`src/rtl/mem_arbiter_pkg.sv`:
```
// Shared definitions for the two-to-one memory arbiter.
// Holds the FSM state and owner encodings, plus the default memory
// interface widths that the caches also use.
package mem_arbiter_pkg;

    // Memory interface defaults: line-beat address, bus width, beats per line
    localparam int MEM_ADDR_W = 28;
    localparam int MEM_DATA_W = 128;
    localparam int MEM_BEATS  = 4;

    typedef enum logic [1:0] {
        ARB_IDLE  = 2'd0,
        ARB_REQ   = 2'd1,
        ARB_WDATA = 2'd2,
        ARB_RRESP = 2'd3
    } arb_state_t;

    typedef enum logic {
        OWN_IC = 1'b0,
        OWN_DC = 1'b1
    } owner_t;

endpackage

```
`src/rtl/mem_arbiter.sv`:
```
// Two-to-one arbiter between the instruction-cache and data-cache miss
// ports and the single shared memory port. Each transaction is one request
// followed by BEATS write-data beats (rw=1) or BEATS read-response beats
// (rw=0). Read responses are routed to the cache that owns the transaction.
//
// Ports:
//   clk, reset                     clock, asynchronous active-high reset
//   ic_req_* / dc_req_*            cache request and write-data channels
//   ic_resp_* / dc_resp_*          read-response beats toward each cache
//   mem_req_*                      request and write-data channel to memory
//   mem_resp_valid, mem_resp_data  read-response beats from memory
module mem_arbiter
    import mem_arbiter_pkg::*;
#(
    parameter int ADDR_W = MEM_ADDR_W,
    parameter int DATA_W = MEM_DATA_W,
    parameter int MASK_W = DATA_W / 8,
    parameter int BEATS  = MEM_BEATS
) (
    input  logic              clk,
    input  logic              reset,

    input  logic              ic_req_valid,
    output logic              ic_req_ready,
    input  logic [ADDR_W-1:0] ic_req_addr,
    input  logic              ic_req_rw,
    input  logic              ic_req_data_valid,
    output logic              ic_req_data_ready,
    input  logic [DATA_W-1:0] ic_req_data_bits,
    input  logic [MASK_W-1:0] ic_req_data_mask,
    output logic              ic_resp_valid,
    output logic [DATA_W-1:0] ic_resp_data,

    input  logic              dc_req_valid,
    output logic              dc_req_ready,
    input  logic [ADDR_W-1:0] dc_req_addr,
    input  logic              dc_req_rw,
    input  logic              dc_req_data_valid,
    output logic              dc_req_data_ready,
    input  logic [DATA_W-1:0] dc_req_data_bits,
    input  logic [MASK_W-1:0] dc_req_data_mask,
    output logic              dc_resp_valid,
    output logic [DATA_W-1:0] dc_resp_data,

    output logic              mem_req_valid,
    input  logic              mem_req_ready,
    output logic [ADDR_W-1:0] mem_req_addr,
    output logic              mem_req_rw,
    output logic              mem_req_data_valid,
    input  logic              mem_req_data_ready,
    output logic [DATA_W-1:0] mem_req_data_bits,
    output logic [MASK_W-1:0] mem_req_data_mask,
    input  logic              mem_resp_valid,
    input  logic [DATA_W-1:0] mem_resp_data
);

    localparam int              CNT_W     = (BEATS > 1) ? $clog2(BEATS) : 1;
    localparam logic [CNT_W-1:0] LAST_BEAT = CNT_W'(BEATS - 1);

    arb_state_t       state;
    owner_t           owner;
    owner_t           last_grant;
    logic [CNT_W-1:0] beat_cnt;

    // Owner-selected view of the two cache ports
    logic              sel_req_valid;
    logic [ADDR_W-1:0] sel_req_addr;
    logic              sel_req_rw;
    logic              sel_data_valid;
    logic [DATA_W-1:0] sel_data_bits;
    logic [MASK_W-1:0] sel_data_mask;

    assign sel_req_valid  = (owner == OWN_DC) ? dc_req_valid      : ic_req_valid;
    assign sel_req_addr   = (owner == OWN_DC) ? dc_req_addr       : ic_req_addr;
    assign sel_req_rw     = (owner == OWN_DC) ? dc_req_rw         : ic_req_rw;
    assign sel_data_valid = (owner == OWN_DC) ? dc_req_data_valid : ic_req_data_valid;
    assign sel_data_bits  = (owner == OWN_DC) ? dc_req_data_bits  : ic_req_data_bits;
    assign sel_data_mask  = (owner == OWN_DC) ? dc_req_data_mask  : ic_req_data_mask;

    // NOTE: state registers use non-blocking assignments so every flop samples
    // pre-edge values and the block simulates the way it synthesises.
    always_ff @(posedge clk or posedge reset) begin
        if (reset) begin
            state      <= ARB_IDLE;
            owner      <= OWN_IC;
            last_grant <= OWN_IC;
            beat_cnt   <= '0;
        end else begin
            case (state)
                ARB_IDLE: begin
                    // Contention goes to whoever was not granted last, so a
                    // waiting loser always wins the next arbitration.
                    if (ic_req_valid && dc_req_valid) begin
                        owner <= (last_grant == OWN_IC) ? OWN_DC : OWN_IC;
                        state <= ARB_REQ;
                    end else if (ic_req_valid) begin
                        owner <= OWN_IC;
                        state <= ARB_REQ;
                    end else if (dc_req_valid) begin
                        owner <= OWN_DC;
                        state <= ARB_REQ;
                    end
                end
                ARB_REQ: begin
                    if (sel_req_valid && mem_req_ready) begin
                        last_grant <= owner;
                        beat_cnt   <= '0;
                        state      <= sel_req_rw ? ARB_WDATA : ARB_RRESP;
                    end
                end
                ARB_WDATA: begin
                    if (sel_data_valid && mem_req_data_ready) begin
                        if (beat_cnt == LAST_BEAT) begin
                            beat_cnt <= '0;
                            state    <= ARB_IDLE;
                        end else begin
                            beat_cnt <= beat_cnt + CNT_W'(1);
                        end
                    end
                end
                ARB_RRESP: begin
                    if (mem_resp_valid) begin
                        if (beat_cnt == LAST_BEAT) begin
                            beat_cnt <= '0;
                            state    <= ARB_IDLE;
                        end else begin
                            beat_cnt <= beat_cnt + CNT_W'(1);
                        end
                    end
                end
                default: state <= ARB_IDLE;
            endcase
        end
    end

    // Zero-latency routing; everything is idle-zero outside its own phase,
    // which also drops stray memory responses outside RRESP.
    // NOTE: every output gets a default before the case so no path leaves a
    // signal unassigned, which would otherwise infer a latch.
    always_comb begin
        ic_req_ready       = 1'b0;
        dc_req_ready       = 1'b0;
        ic_req_data_ready  = 1'b0;
        dc_req_data_ready  = 1'b0;
        ic_resp_valid      = 1'b0;
        dc_resp_valid      = 1'b0;
        ic_resp_data       = '0;
        dc_resp_data       = '0;
        mem_req_valid      = 1'b0;
        mem_req_addr       = '0;
        mem_req_rw         = 1'b0;
        mem_req_data_valid = 1'b0;
        mem_req_data_bits  = '0;
        mem_req_data_mask  = '0;

        case (state)
            ARB_REQ: begin
                mem_req_valid = sel_req_valid;
                mem_req_addr  = sel_req_addr;
                mem_req_rw    = sel_req_rw;
                ic_req_ready  = (owner == OWN_IC) && mem_req_ready;
                dc_req_ready  = (owner == OWN_DC) && mem_req_ready;
            end
            ARB_WDATA: begin
                mem_req_data_valid = sel_data_valid;
                mem_req_data_bits  = sel_data_bits;
                mem_req_data_mask  = sel_data_mask;
                ic_req_data_ready  = (owner == OWN_IC) && mem_req_data_ready;
                dc_req_data_ready  = (owner == OWN_DC) && mem_req_data_ready;
            end
            ARB_RRESP: begin
                ic_resp_valid = (owner == OWN_IC) && mem_resp_valid;
                dc_resp_valid = (owner == OWN_DC) && mem_resp_valid;
                ic_resp_data  = mem_resp_data;
                dc_resp_data  = mem_resp_data;
            end
            default: ;
        endcase
    end

endmodule

```
`config.mk`:
```
export PLATFORM = sky130hd
export DESIGN_NAME = mem_arbiter
export DESIGN_NICKNAME = d
export VERILOG_FILES = /design/src/rtl/mem_arbiter_pkg.sv /design/src/rtl/mem_arbiter.sv
export SDC_FILE = /design/constraint.sdc
export NUM_CORES = 1
export LEC_CHECK = 0
export ABC_CLOCK_PERIOD_IN_PS = 2320
export CORE_AREA = 4 4 359 361
export DETAILED_ROUTE_END_ITERATION = 16
export DIE_AREA = 0 0 363 365
export HOLD_SLACK_MARGIN = 0.08
export PLACE_DENSITY_LB_ADDON = 0.12
export SYNTH_ARGS = -nofsm -noshare
export SYNTH_HDL_FRONTEND = slang
export SYNTH_SLANG_ARGS = --single-unit
```
`constraint.sdc`:
```
create_clock -name clk -period 2.32 [get_ports clk]
set_clock_uncertainty 0.15 [all_clocks]
set_input_delay 0.464 -clock clk [delete_from_list [all_inputs] [get_ports clk]]
set_output_delay 0.464 -clock clk [all_outputs]
set_load 0.01 [all_outputs]
```
==> results of run 1 <==
## logic make-up (layout without fill, tap and decap cells)
| group | count (synthesis) | count (layout) | share of synthesized area |
|---|---|---|---|
| AND/OR/NAND/NOR | 330 | 330 | 0.3182 |
| buffers and inverters | 202 | 1115 | 0.2778 |
| multiplexers | 176 | 176 | 0.3534 |
| AO/OA/AOI/OAI | 12 | 12 | 0.01822 |
| flip-flops | 6 | 6 | 0.02995 |
| adder cells (fa/ha/maj) | 1 | 1 | 0.002495 |
| other | 0 | 15 | 0 |
## area by class of cell
class	count	area share
multi-input cells	519	0.2560
repair buffers	1106	0.6109
clock buffers	4	0.004445
inverters	5	0.001058
diodes	15	0.002117
flip-flops and latches	6	0.009102
well taps	1650	0.1164
## cells in the mapped netlist (2+ instances only)
| cell | number | area, sq um |
|---|---|---|
| a31oi_1 | 3 | 18.77 |
| and3_1 | 128 | 800.8 |
| buf_2 | 30 | 150.1 |
| buf_4 | 131 | 983.4 |
| buf_6 | 14 | 157.7 |
| clkbuf_1 | 22 | 82.58 |
| dfrtp_1 | 6 | 150.1 |
| inv_1 | 5 | 18.77 |
| mux2_4 | 2 | 30.03 |
| mux2i_1 | 174 | 1742 |
| nand2_1 | 5 | 18.77 |
| nand2b_1 | 5 | 31.28 |
| nand3_1 | 4 | 20.02 |
| nor2_1 | 181 | 679.4 |
| nor2b_1 | 3 | 18.77 |
| o21ai_0 | 2 | 10.01 |
## metal layers
layer / up-vias / routed length [microns] / share of wire
li1: 4204 / - / -
met5: - / 84 / 0.0012
met1: 4228 / 25760 / 0.36
met4: 12 / 917 / 0.013
met2: 447 / 38700 / 0.55
met3: 36 / 5341 / 0.075
## registers in the layout, indices dropped and copies added (netlist names)
register    count
state           2
owner           1
beat_cnt        2
last_grant      1
## through the flow
step | setup TNS, ps | util | power (W)
6_report | -3589 | 0.1414 | 0.01861
5_1_grt | -11870 | 0.1413 | 0.01981
4_1_cts | -26030 | 0.1365 | 0.01738
3_5_place_dp | -33490 | 0.1270 | 0.01466
3_3_place_gp | -33300 | 0.1270 | 0.01477
2_1_floorplan | 0 | - | 0.006566
## repair_timing
action	in CTS	in global routing
hold buffers	0	0
gates cloned	19	13
pin swaps	14	56
gates resized for setup	995	646
setup endpoints to repair	437	325
setup buffers	58	30
## final timing paths
| kind | start | end | slack (ps) |
|---|---|---|---|
| setup reg to reg | owner | beat_cnt[0] | 100 |
| hold reg to reg | last_grant | last_grant | 390 |
| max in group asynchronous | reset | state[1] | 1380 |
| min in group clk | last_grant | last_grant | 390 |
| hold / removal | reset | last_grant | 390 |
| setup / recovery | owner | mem_req_data_bits[47] | -130 |
## critical path, delay by kind of cell, from the launching register on
| family | cells | cell delay, ps |
|---|---|---|
| multiplexers | 1 | 100 |
| flip-flops | 1 | 540 |
| buffers and inverters | 6 | 850 |
| AND/OR/NAND/NOR | 1 | 90 |
## power by group through the flow
stage | sequential (W) | combinational, W | clock (W)
finish | 0.000296 | 0.0180 | 0.000292
floorplan | 0.000193 | 0.00637 | 0
CTS | 0.000292 | 0.0168 | 0.000297
global route | 0.000311 | 0.0192 | 0.000305
detailed placement | 0.000253 | 0.0144 | 0
global placement | 0.000253 | 0.0145 | 0
==> flow_metrics.tcl, run 1 <==
set metrics [dict create \
    status "finished with violations" \
    violations "negative setup slack" \
    synth-main-ff-cell "dfrtp_1" \
    multi_input_area_sq_um 4539 \
    synth_cells 727 \
    grt_pass1_vias 9488 \
    worst_slew_margin_rel 0.7996 \
    switching_share 0.4677 \
    htreeDepth 1 \
    pwr-share-clk 0.016 \
    use_met3 0.03125 \
    met2_usage 0.1851 \
    regArea_sq_um 161.4 \
    ys_seq_area_frac 0.02995 \
    cp-end-kind "primary output" \
    clock_path_buffers 2 \
    mostFrequentLayoutCell "clkdlybuf4s50_1" \
    synthesis.nets 1211 \
    start_util 0.03998 \
    syn_area_sq_um 5014 \
    grt_max_degree 33 \
    numCtsBuffers 3 \
    setup_viol 94 \
    worst_path_max_delay_cell "dfrtp_4" \
    nFillCells 14350 \
    drtIter0Drc 184 \
    grt.total_usage 0.09519 \
    pwr-share-comb 0.968 \
    gp_congestion 0.7989 \
    synth.distinct_cells 28 \
    path_class "reg -> out" \
    vias 8927 \
    dp.final_hpwl_microns 58250 \
    pin_count 920 \
    clkTransAtPathRegs_ps 40 \
    seq_power_share 0.016 \
    layout.cells.most_common_list "clkdlybuf4s50_1 (479), clkbuf_2 (163), mux2i_1 (125), nor2_1 (102), and3_1 (93)" \
    dr.pass1.iters 4 \
    ant_nets 0 \
    busiest_layer "met2" \
    max_cap_viol_count 0 \
    holdWs_ps 388.2 \
    grt_setup_unrepaired "yes" \
    p_per_area_nw_per_um2 1049 \
    timing.fmax_ghz 0.4085 \
    worst_pin_slew_ps 294.3 \
    reg2regPathDepth 8 \
    intPower_w 0.009906 \
    io_buffers 919 \
    final_layout_size_suffix_gt1_frac 0.4152 \
    finalInstanceArea_sq_um 17730 \
    dp_slack_ps -485.9 \
    synth_seq_cells 6 \
    cts_tree "done" \
    slowest_delay_ps 540 \
    coreArea_sq_um 125400 \
    grt_util_met1 0.09826 \
    cts_sinks 6 \
    drv_slew 0 \
    wl_microns 70800 \
    p_leak_nw 8.339 \
    cp.required_ps 1710 \
    synthArstFlopShare 1.000 \
    hold_viol 0 \
    wl_per_cell_microns 21.42 \
    ir_worst_vdd_mv 0.3145 \
    cts_root_buf "clkbuf_16" \
    cp_cell_sequence "buf_16 > buf_12 > buf_12 > buf_16 > buf_6 > mux2i_1 > nor2_1 > buf_2" \
    synth-edff-count 0 \
    grt_pass1_wl_microns 86170 \
    nNetsFinal 2125 \
    startpoint_type "flop" \
    via_per_inst 2.701 \
    arrival_ps 1830 \
    die_width_microns 363 \
    setup_slack_ps -127.8 \
    fin_crit_ps 2448 \
    yosys_warnings 0 \
    drc 0 \
    p_sw_w 0.008702 \
    layout.cells.non_filler 3305 \
    antenna_found_initial 22 \
    worstPathMaxFanout 6 \
    rows 130 \
    dp.cells 3190 \
    place_area_sq_um 15930 \
    post-route-period-util 1.055 \
    synth.avg_cell_area_sq_um 6.896 \
    dieArea_sq_um 132500 \
    hold_class "in -> async" \
    area_growth_pct 253.7 \
    grt-ovfl-total 0 \
    die_h_microns 365 \
    worstSkewPairLatency_ps 230 \
]
Note: power is estimated with default switching activity, not from simulation.
==> run 2, diff against run 1 <==
Settings changed: ABC_CLOCK_PERIOD_IN_PS 2320 to 2400.
Clock period 2.32 ns to 2.4 ns, I/O delays scaled along.
==> run 2 against run 1 <==
  * The flow still finishes with violations (negative setup slack)
  * Via count shrank 2.4%
  * Worst setup slack better by 22 ps
  * Sequential share of layout area hardly changed
  * Register-to-register slack improved by 30 ps
  * Cell area decreased by 3.6%
  * Combinational power is 13% lower
  * Sequential power decreased by 11%
  * Die area unchanged
  * Largest power group unchanged
==> flow_metrics.tcl, run 2 (same netlist as run 1, synthesis figures left out) <==
set metrics [dict create \
    drv_slew 0 \
    layout.cells.non_filler 3290 \
    worst_pin_slew_ps 275.6 \
    htreeDepth 1 \
    die_h_microns 365 \
    dp.final_hpwl_microns 58240 \
    reg2regPathDepth 8 \
    clock_path_buffers 2 \
    rows 130 \
    coreArea_sq_um 125400 \
    grt.total_usage 0.09271 \
    layout.cells.most_common_list "clkdlybuf4s50_1 (475), dlygate4sd2_1 (160), nor2_1 (152), mux2i_1 (144), clkbuf_2 (106)" \
    wl_per_cell_microns 20.59 \
    ir_worst_vdd_mv 0.2888 \
    nFillCells 14390 \
    dieArea_sq_um 132500 \
    dp_slack_ps -397.4 \
    timing.fmax_ghz 0.3991 \
    worstReg2RegEnd "beat_cnt[0]" \
    wl_microns 67740 \
    start_util 0.03998 \
    cts_tree "done" \
    final_util 0.1363 \
    grt_setup_unrepaired "yes" \
    hold_buffers 0 \
    max_cap_viol_count 0 \
    drtIter0Drc 209 \
    top_regs "beat_cnt: 2 flops, state: 2 flops" \
    hp-start "last_grant" \
    nNetsFinal 2113 \
    dr.pass1.iters 4 \
    worst_path_max_delay_cell "dfrtp_4" \
    finalInstanceArea_sq_um 17090 \
    startpoint_type "flop" \
    cp-end-kind "primary output" \
    setup_slack_ps -105.4 \
    p_leak_nw 8.248 \
    clkTransAtPathRegs_ps 40 \
    hold_end "last_grant" \
    final_layout_size_suffix_gt1_frac 0.2733 \
    die_width_microns 363 \
    vias 8709 \
    status "finished with violations" \
    drc 0 \
    pin_count 920 \
    cts_sinks 6 \
    cpMostUsedCell "buf_12" \
    dp.cells 3183 \
    path_class "reg -> out" \
    grt-ovfl-total 0 \
    grt_max_degree 52 \
    p_per_area_nw_per_um2 945.0 \
    violations "negative setup slack" \
    grt_pass1_vias 9311 \
    io_buffers 919 \
    ant_nets 0 \
    worst_slew_margin_rel 0.8110 \
    slowest_delay_ps 550 \
    whs_path_depth 2 \
    via_per_inst 2.647 \
    hold_class "reg -> reg" \
    cp_cell_sequence "buf_12 > buf_16 > buf_12 > buf_6 > mux2i_1 > nor2_1 > buf_2" \
    grt_pass1_wl_microns 84270 \
    area_growth_pct 240.9 \
    antenna_found_initial 18 \
    arrival_ps 1880 \
    setup_viol 10 \
    numCtsBuffers 3 \
    cts_root_buf "clkbuf_16" \
    r2r-start "owner" \
    mostFrequentLayoutCell "clkdlybuf4s50_1" \
    gp_congestion 0.8232 \
    hold_viol 0 \
    reg2reg_slack_ps 130 \
    cp.required_ps 1770 \
    worstSkewPairLatency_ps 230 \
    post-route-period-util 1.044 \
    fin_crit_ps 2505 \
    place_area_sq_um 15890 \
    worstPathMaxFanout 7 \
]
==> run 2: cell types whose count changed in the layout (fill, tap and decap cells not counted), moves of 13 or more <==
| cell | change |
|---|---|
| dlygate4sd2_1 | +90 |
| clkdlybuf4s15_1 | +65 |
| buf_6 | -58 |
| clkbuf_2 | -57 |
| nor2_1 | +50 |
| nor2_4 | -40 |
| buf_2 | -33 |
| mux2i_1 | +19 |
| mux2i_4 | -17 |
| buf_8 | -13 |
==> run 2: worst max-delay path by stage <==
| stage | to | slack (ps) | start |
|---|---|---|---|
| floorplan | ic_resp_data[49] | 470 | state[1] |
| global placement | mem_req_data_bits[96] | -420 | dc_req_data_bits[96] |
| detailed placement | mem_req_data_bits[96] | -400 | dc_req_data_bits[96] |
| CTS | mem_req_data_bits[83] | -240 | state[0] |
| global route | mem_req_data_bits[10] | -130 | owner |
| finish | mem_req_data_bits[40] | -110 | owner |
==> run 2: what timing repair did <==
action,in CTS,in global routing
hold endpoints to repair,0,0
cloned,11,8
resized for setup,595,447
pin swaps,3,12
setup endpoints to repair,408,224
buffers inserted,32,43
==> run 2: power breakdown <==
group	total [W]	leakage [nW]	internal (W)	switching (W)
sequential	0.000262	0.0712	0.000168	0.0000944
clock	0.000283	0.0382	0.000221	0.0000621
combinational	0.0156	8.14	0.00825	0.00736
==> run 2: routing by layer <==
layer,GRT usage,wire [microns],part of all wire
met1,0.09546,23830,0.35
met3,0.03096,5477,0.081
met2,0.1849,37940,0.56
met4,0.01101,452,0.0067
met5,0,44,0.00065
==> run 2: through the flow <==
| stage | TNS [ps] | hold WS, ps | power, W |
|---|---|---|---|
| 2_1_floorplan | 0 | 121.0 | 0.006347 |
| 3_3_place_gp | -13520 | 368.1 | 0.01417 |
| 3_5_place_dp | -13130 | 379.5 | 0.01410 |
| 4_1_cts | -8963 | 387.2 | 0.01505 |
| 5_1_grt | -1778 | 415.1 | 0.01728 |
| 6_report | -365.5 | 384.9 | 0.01615 |
==> run 2: area by class of cell <==
cell class | count | area, sq um | area share
clock buffer | 4 | 78.83 | 0.004612
sequential | 6 | 161.4 | 0.009443
multi-input combinational | 519 | 3940 | 0.2305
tap | 1650 | 2064 | 0.1208
antenna | 12 | 30.03 | 0.001757
inverter | 5 | 18.77 | 0.001098
timing repair buffer | 1094 | 10800 | 0.6318
==> run 2: worst max-delay path, delay by kind of cell (launching register included) <==
family        cells  cell delay [ps]
buf+inv           5              760
flops             1              550
mux               1              110
simple gates      1              190
